**src/rtl/mmu_ctrl_pkg.sv**
```systemverilog
// Shared definitions for the MMU access controller.
//   mmu_state_e     : controller state encoding (IDLE / REQ / WB)
//   WB_NONE, WB_REG : writeback selector codes, same encoding as the decoder write field
//   TIMEOUT_DEFAULT : default request timeout in cycles
//   op_is_legal()   : a decoded op is legal when exactly one of load/store is set
package mmu_ctrl_pkg;

    typedef enum logic [1:0] {
        ST_IDLE = 2'b00,
        ST_REQ  = 2'b01,
        ST_WB   = 2'b10
    } mmu_state_e;

    localparam logic [1:0] WB_NONE = 2'b00;
    localparam logic [1:0] WB_REG  = 2'b01;

    localparam int TIMEOUT_DEFAULT = 16;

    function automatic logic op_is_legal(input logic ld, input logic st);
        return ld ^ st;
    endfunction

endpackage

```
**src/rtl/mmu_timeout_counter.sv**
```systemverilog
// Request timeout timer for the MMU access controller.
//   clk, rst_n : clock, asynchronous active-low reset
//   clear      : start a new timing window (TIMEOUT-1 cycles remaining)
//   enable     : one more REQ cycle elapsed without an acknowledge
//   expired    : the current cycle is the TIMEOUT-th cycle of the window
// Implemented as a down-counter with a terminal-count compare at zero. The
// reset value of zero reads as expired, which is harmless because every
// request window starts with a clear.
module mmu_timeout_counter #(
    parameter int TIMEOUT = 16
) (
    input  logic clk,
    input  logic rst_n,
    input  logic clear,
    input  logic enable,
    output logic expired
);

    localparam int CNT_W = (TIMEOUT > 2) ? $clog2(TIMEOUT) : 1;
    localparam logic [CNT_W-1:0] CNT_LOAD = CNT_W'(TIMEOUT - 1);

    logic [CNT_W-1:0] cnt_q, cnt_d;

    always_comb begin
        cnt_d = cnt_q;
        if (clear) begin
            cnt_d = CNT_LOAD;
        end else if (enable && (cnt_q != '0)) begin
            cnt_d = cnt_q - 1'b1;
        end
    end

    always_ff @(posedge clk or negedge rst_n) begin
        if (!rst_n) begin
            cnt_q <= '0;
        end else begin
            cnt_q <= cnt_d;
        end
    end

    assign expired = (cnt_q == '0);

endmodule

```
**src/rtl/mmu_access_controller.sv**
```systemverilog
// Sequences one load/store at a time between the decoded MMU fields and the
// external data memory, with writeback of load data to the register file.
//   op_*        : decoded op handshake (op_ready = accepted this cycle)
//   rf_a_*      : register file port A, data register (store source)
//   rf_b_*      : register file port B, address register
//   mem_*       : request/acknowledge memory interface
//   wb_*        : one-cycle register file write strobe, index and data
//   busy, fault : ~op_ready, one-cycle error pulse (illegal op or timeout)
//
// state   | meaning
// --------+-----------------------------------------------------------
// ST_IDLE | ready for an op; illegal ops are consumed here with a fault
// ST_REQ  | mem_req high, waiting for mem_ack or the timeout
// ST_WB   | load data presented on wb_* for exactly one cycle
module mmu_access_controller
    import mmu_ctrl_pkg::*;
#(
    parameter int DATA_W  = 32,
    parameter int ADDR_W  = 32,
    parameter int TIMEOUT = TIMEOUT_DEFAULT
) (
    input  logic              clk,
    input  logic              rst_n,
    input  logic              op_valid,
    input  logic              op_ld,
    input  logic              op_st,
    input  logic [3:0]        op_reg,
    input  logic [3:0]        op_loca,
    output logic              op_ready,
    output logic [3:0]        rf_a_addr,
    input  logic [DATA_W-1:0] rf_a_data,
    output logic [3:0]        rf_b_addr,
    input  logic [DATA_W-1:0] rf_b_data,
    output logic              mem_req,
    output logic              mem_we,
    output logic [ADDR_W-1:0] mem_addr,
    output logic [DATA_W-1:0] mem_wdata,
    input  logic              mem_ack,
    input  logic [DATA_W-1:0] mem_rdata,
    output logic              wb_en,
    output logic [3:0]        wb_addr,
    output logic [DATA_W-1:0] wb_data,
    output logic              busy,
    output logic              fault
);

    mmu_state_e        state_q, state_d;
    logic              mem_req_q, mem_req_d;
    logic              mem_we_q, mem_we_d;
    logic [ADDR_W-1:0] mem_addr_q, mem_addr_d;
    logic [DATA_W-1:0] mem_wdata_q, mem_wdata_d;
    logic [1:0]        wb_sel_q, wb_sel_d;
    logic              wb_en_q, wb_en_d;
    logic [3:0]        wb_addr_q, wb_addr_d;
    logic [DATA_W-1:0] wb_data_q, wb_data_d;
    logic              fault_q, fault_d;

    logic tmr_clear, tmr_en, tmr_expired;

    mmu_timeout_counter #(.TIMEOUT(TIMEOUT)) u_timeout (
        .clk     (clk),
        .rst_n   (rst_n),
        .clear   (tmr_clear),
        .enable  (tmr_en),
        .expired (tmr_expired)
    );

    always_comb begin
        state_d     = state_q;
        mem_req_d   = mem_req_q;
        mem_we_d    = mem_we_q;
        mem_addr_d  = mem_addr_q;
        mem_wdata_d = mem_wdata_q;
        wb_sel_d    = wb_sel_q;
        wb_en_d     = 1'b0;
        wb_addr_d   = wb_addr_q;
        wb_data_d   = wb_data_q;
        fault_d     = 1'b0;
        tmr_clear   = 1'b0;
        tmr_en      = 1'b0;

        case (state_q)
            ST_IDLE: begin
                if (op_valid) begin
                    if (op_is_legal(op_ld, op_st)) begin
                        mem_addr_d  = rf_b_data[ADDR_W-1:0];
                        mem_wdata_d = rf_a_data;
                        mem_we_d    = op_st;
                        wb_addr_d   = op_reg;
                        wb_sel_d    = op_ld ? WB_REG : WB_NONE;
                        mem_req_d   = 1'b1;
                        tmr_clear   = 1'b1;
                        state_d     = ST_REQ;
                    end else begin
                        fault_d = 1'b1;
                    end
                end
            end
            ST_REQ: begin
                // An acknowledge in the final timeout cycle still completes normally.
                if (mem_ack) begin
                    mem_req_d = 1'b0;
                    if (wb_sel_q == WB_REG) begin
                        wb_data_d = mem_rdata;
                        wb_en_d   = 1'b1;
                        state_d   = ST_WB;
                    end else begin
                        state_d = ST_IDLE;
                    end
                end else if (tmr_expired) begin
                    mem_req_d = 1'b0;
                    fault_d   = 1'b1;
                    state_d   = ST_IDLE;
                end else begin
                    tmr_en = 1'b1;
                end
            end
            ST_WB: begin
                state_d = ST_IDLE;
            end
            default: begin
                state_d   = ST_IDLE;
                mem_req_d = 1'b0;
            end
        endcase
    end

    always_ff @(posedge clk or negedge rst_n) begin
        if (!rst_n) begin
            state_q     <= ST_IDLE;
            mem_req_q   <= 1'b0;
            mem_we_q    <= 1'b0;
            mem_addr_q  <= '0;
            mem_wdata_q <= '0;
            wb_sel_q    <= WB_NONE;
            wb_en_q     <= 1'b0;
            wb_addr_q   <= '0;
            wb_data_q   <= '0;
            fault_q     <= 1'b0;
        end else begin
            state_q     <= state_d;
            mem_req_q   <= mem_req_d;
            mem_we_q    <= mem_we_d;
            mem_addr_q  <= mem_addr_d;
            mem_wdata_q <= mem_wdata_d;
            wb_sel_q    <= wb_sel_d;
            wb_en_q     <= wb_en_d;
            wb_addr_q   <= wb_addr_d;
            wb_data_q   <= wb_data_d;
            fault_q     <= fault_d;
        end
    end

    assign op_ready  = (state_q == ST_IDLE);
    assign busy      = ~op_ready;
    assign rf_a_addr = op_reg;
    assign rf_b_addr = op_loca;
    assign mem_req   = mem_req_q;
    assign mem_we    = mem_we_q;
    assign mem_addr  = mem_addr_q;
    assign mem_wdata = mem_wdata_q;
    assign wb_en     = wb_en_q;
    assign wb_addr   = wb_addr_q;
    assign wb_data   = wb_data_q;
    assign fault     = fault_q;

endmodule

```
**config.mk**
```make
export PLATFORM = sky130hd
export DESIGN_NAME = mmu_access_controller
export DESIGN_NICKNAME = d
export VERILOG_FILES = /design/src/rtl/mmu_ctrl_pkg.sv /design/src/rtl/mmu_timeout_counter.sv /design/src/rtl/mmu_access_controller.sv
export SDC_FILE = /design/constraint.sdc
export NUM_CORES = 1
export LEC_CHECK = 0
export ABC_AREA = 1
export CORE_MARGIN = 1.5
export CORE_UTILIZATION = 40
export DETAILED_ROUTE_END_ITERATION = 10
export PLACE_DENSITY = 0.84
export SYNTH_ARGS = -nofsm -noshare
export SYNTH_HDL_FRONTEND = slang
export SYNTH_SLANG_ARGS = --single-unit
```
**constraint.sdc**
```tcl
create_clock -name clk -period 1.6 [get_ports clk]
set_input_delay 0.4 -clock clk [delete_from_list [all_inputs] [get_ports clk]]
set_output_delay 0.4 -clock clk [all_outputs]
set_load 0.005 [all_outputs]
```
==> results.cfg <==
[flow_run]
cap_viol_max_count = 0

[critical_path]
crit_fanout = 3
setup.worst_path.class = reg -> out
r2r_end = u_timeout.cnt_q[2]$_DFFE_PN0P_
crit_family = flip-flops
setup.worst_path.start = state_q[0]$_DFFE_PN0P_
crit_buf_inv = 2
cp_cell_sequence = inv_2, nand2_4, clkdlybuf4s15_1
reg2reg_slack_ps = 180
cp_data_required_time_ps = 1200
endpoint_kind = primary output
reg2reg_depth = 7
max_stage_delay_ps = 400
worstPathArrival_ps = 1130
critPathSlowestCell = dfrtp_1
cp_num_cells = 3
crit_path_start_kind = register
timing.rr.start = u_timeout.cnt_q[0]$_DFFE_PN0P_

[placement]
port_buffers = 215
place_congestion = 0.769
pre_cts_ws_ps = -180
placed_cells = 834
dp_hpwl_um = 8790

[sta]
setup_viol = 0
slew_violations = 0
fmax_ghz = 0.652
period_minus_slack_ps = 1530
fin_skew_ps = 8.07
hold_ws_ps = 480
slew_headroom = 0.788
fin_crit_sh = 0.959
rsz0062_at_grt = no
hold_violations = 0
setup_ws_ps = 65.4
worst_slew_pin_slew_ps = 318

[synth]
ys_types = 19
ys_ff_latch = 111
synthesis.nets = 606
synth.avg_cell_area_um2 = 8.80
syn-instance-count = 495
ys_seq_area_frac = 0.638
syn-cell-area_um2 = 4360
yosys_warnings = 0

[cts]
cts_max_path_buffers = 2
path_clk_slew_ps = 100
cts_root_buf = clkbuf_8
cts_sinks = 111
numCtsBuffers = 9
htree_levels = 3
clk_latency_ps = 370
cts_tree = yes

[global_routing]
grt_pass1_vias = 4095
grt_overflow = 0
grt_max_degree = 55
grtUsageTotal = 0.212
grt_antenna_before_repair = 0
grt_pass1_wl_um = 18900

[pwr]
total_power_mw = 9.73
p_per_area_nw_per_um2 = 1390
ir_worst_vdd_uv = 762
p_leak_nw = 3.84

[detailed_routing]
vias = 4047
drcViolationCount = 0
drt-pass1-iter-count = 4
drtIter0Drc = 258
routed_wirelength_um = 12000
avgViaCountPerCell = 4.62
ant_nets = 0
detail_route.wl_per_cell_um = 13.7

[floorplanning]
die_x_um = 107
ios = 224
die_area_um2 = 11500
die_y_um = 107
core_um2 = 10500
rows = 37
start_util = 0.416

[finish]
final_cells = 876
nets = 846
area_growth_pct = 60.3
insertedDiodeCount = 0
layout-drive-gt1-share = 0.0932
post-route-util = 0.667

[status]
outcome = completed

[hold_path]
hp-class = in -> async
[logic make-up after synthesis]
family / Yosys count / synth area share
XOR/XNOR: 1 / 0.00201
buffers and inverters: 42 / 0.0523
AO/OA/AOI/OAI: 3 / 0.00345
adder cells (fa/ha/maj): 1 / 0.00287
flip-flops: 111 / 0.638
AND/OR/NAND/NOR: 337 / 0.302
[cell usage in the layout (no fill, tap or decap), drive strengths merged]
cell type,Yosys,final
xnor2,1,1
buf,25,44
bufinv,0,2
nand3b,1,1
clkdlybuf4s50,0,104
nand4,2,2
clkdlybuf4s15,0,1
o21ai,3,3
inv,13,14
dfrtp,111,111
nand3,8,8
dlygate4sd3,0,1
clkbuf,4,9
clkinvlp,0,3
nor2,4,4
nand2,322,322
dlygate4sd2,0,108
ha,1,1
clkinv,0,1
[flip-flops by register name, indices dropped and copies added (netlist names)]
signal / count
mem_wdata: 32
wb_data: 32
fault: 1
state_q: 2
wb_sel_q: 1
mem_we: 1
mem_req: 1
wb_addr: 4
mem_addr: 32
wb_en: 1
u_timeout.cnt_q: 4
[area by class of cell]
cell class	instances	area (um2)
Multi-Input combinational cell	342	1360
Timing Repair Buffer	258	2410
Fill cell	846	3480
Sequential cell	111	2780
Tap cell	136	170
Clock inverter	7	96.3
Inverter	13	48.8
Clock buffer	9	124
[metal layers]
| layer | track usage | vias to the layer above | wire, um |
|---|---|---|---|
| met5 | 0 | - | 0 |
| met4 | 0.0949 | 0 | 317 |
| met3 | 0.0533 | 23 | 925 |
| met2 | 0.381 | 177 | 6120 |
| met1 | 0.236 | 1896 | 4670 |
| li1 | - | 1951 | - |
[worst reg2reg max path, delay by kind of cell (launching register included)]
| kind | cells | cell delay, ps |
|---|---|---|
| buf+inv | 1 | 110 |
| simple gates | 5 | 630 |
| fa+ha+maj | 1 | 200 |
| flops | 1 | 390 |
[power by group]
group / internal, mW / total (mW) / switching (mW)
registers: 3.81 / 4.37 / 0.555
logic: 1.98 / 3.53 / 1.55
clock network: 0.884 / 1.83 / 0.943
total: 6.68 / 9.73 / 3.05
[worst max-delay path by stage]
stage / endpoint / slack [ps]
floorplan: u_timeout.cnt_q[3]$_DFFE_PN0P_ / 410
global placement: rf_a_addr[3] / -190
detailed placement: rf_a_addr[2] / -180
CTS: busy / 40
global route: u_timeout.cnt_q[2]$_DFFE_PN0P_ / 10
finish: busy / 70
[timing repair]
action	CTS	global route
hold buffers	1	0
endpoints found under the setup margin	110	0
gates resized for setup	115	0
buffers inserted	25	0
endpoints found under the hold margin	22	0
[stage by stage]
step                instance area (um2)  setup TNS, ps
floorplan                          4360              0
global placement                   6700          -5080
detailed placement                 6700          -9280
CTS                                6980              0
global route                       6980              0
finish                             6980              0
[cells in the mapped netlist (all sizes together)]
library cell    n  area [um2]
buf            25         164
clkbuf          4        15.0
dfrtp         111        2780
ha              1        12.5
inv            13        48.8
nand2         322        1220
nand3           8        45.0
nand3b          1        7.51
nand4           2        12.5
nor2            4        30.0
o21ai           3        15.0
xnor2           1        8.76
No activity file was read; power rests on OpenSTA's default activity.
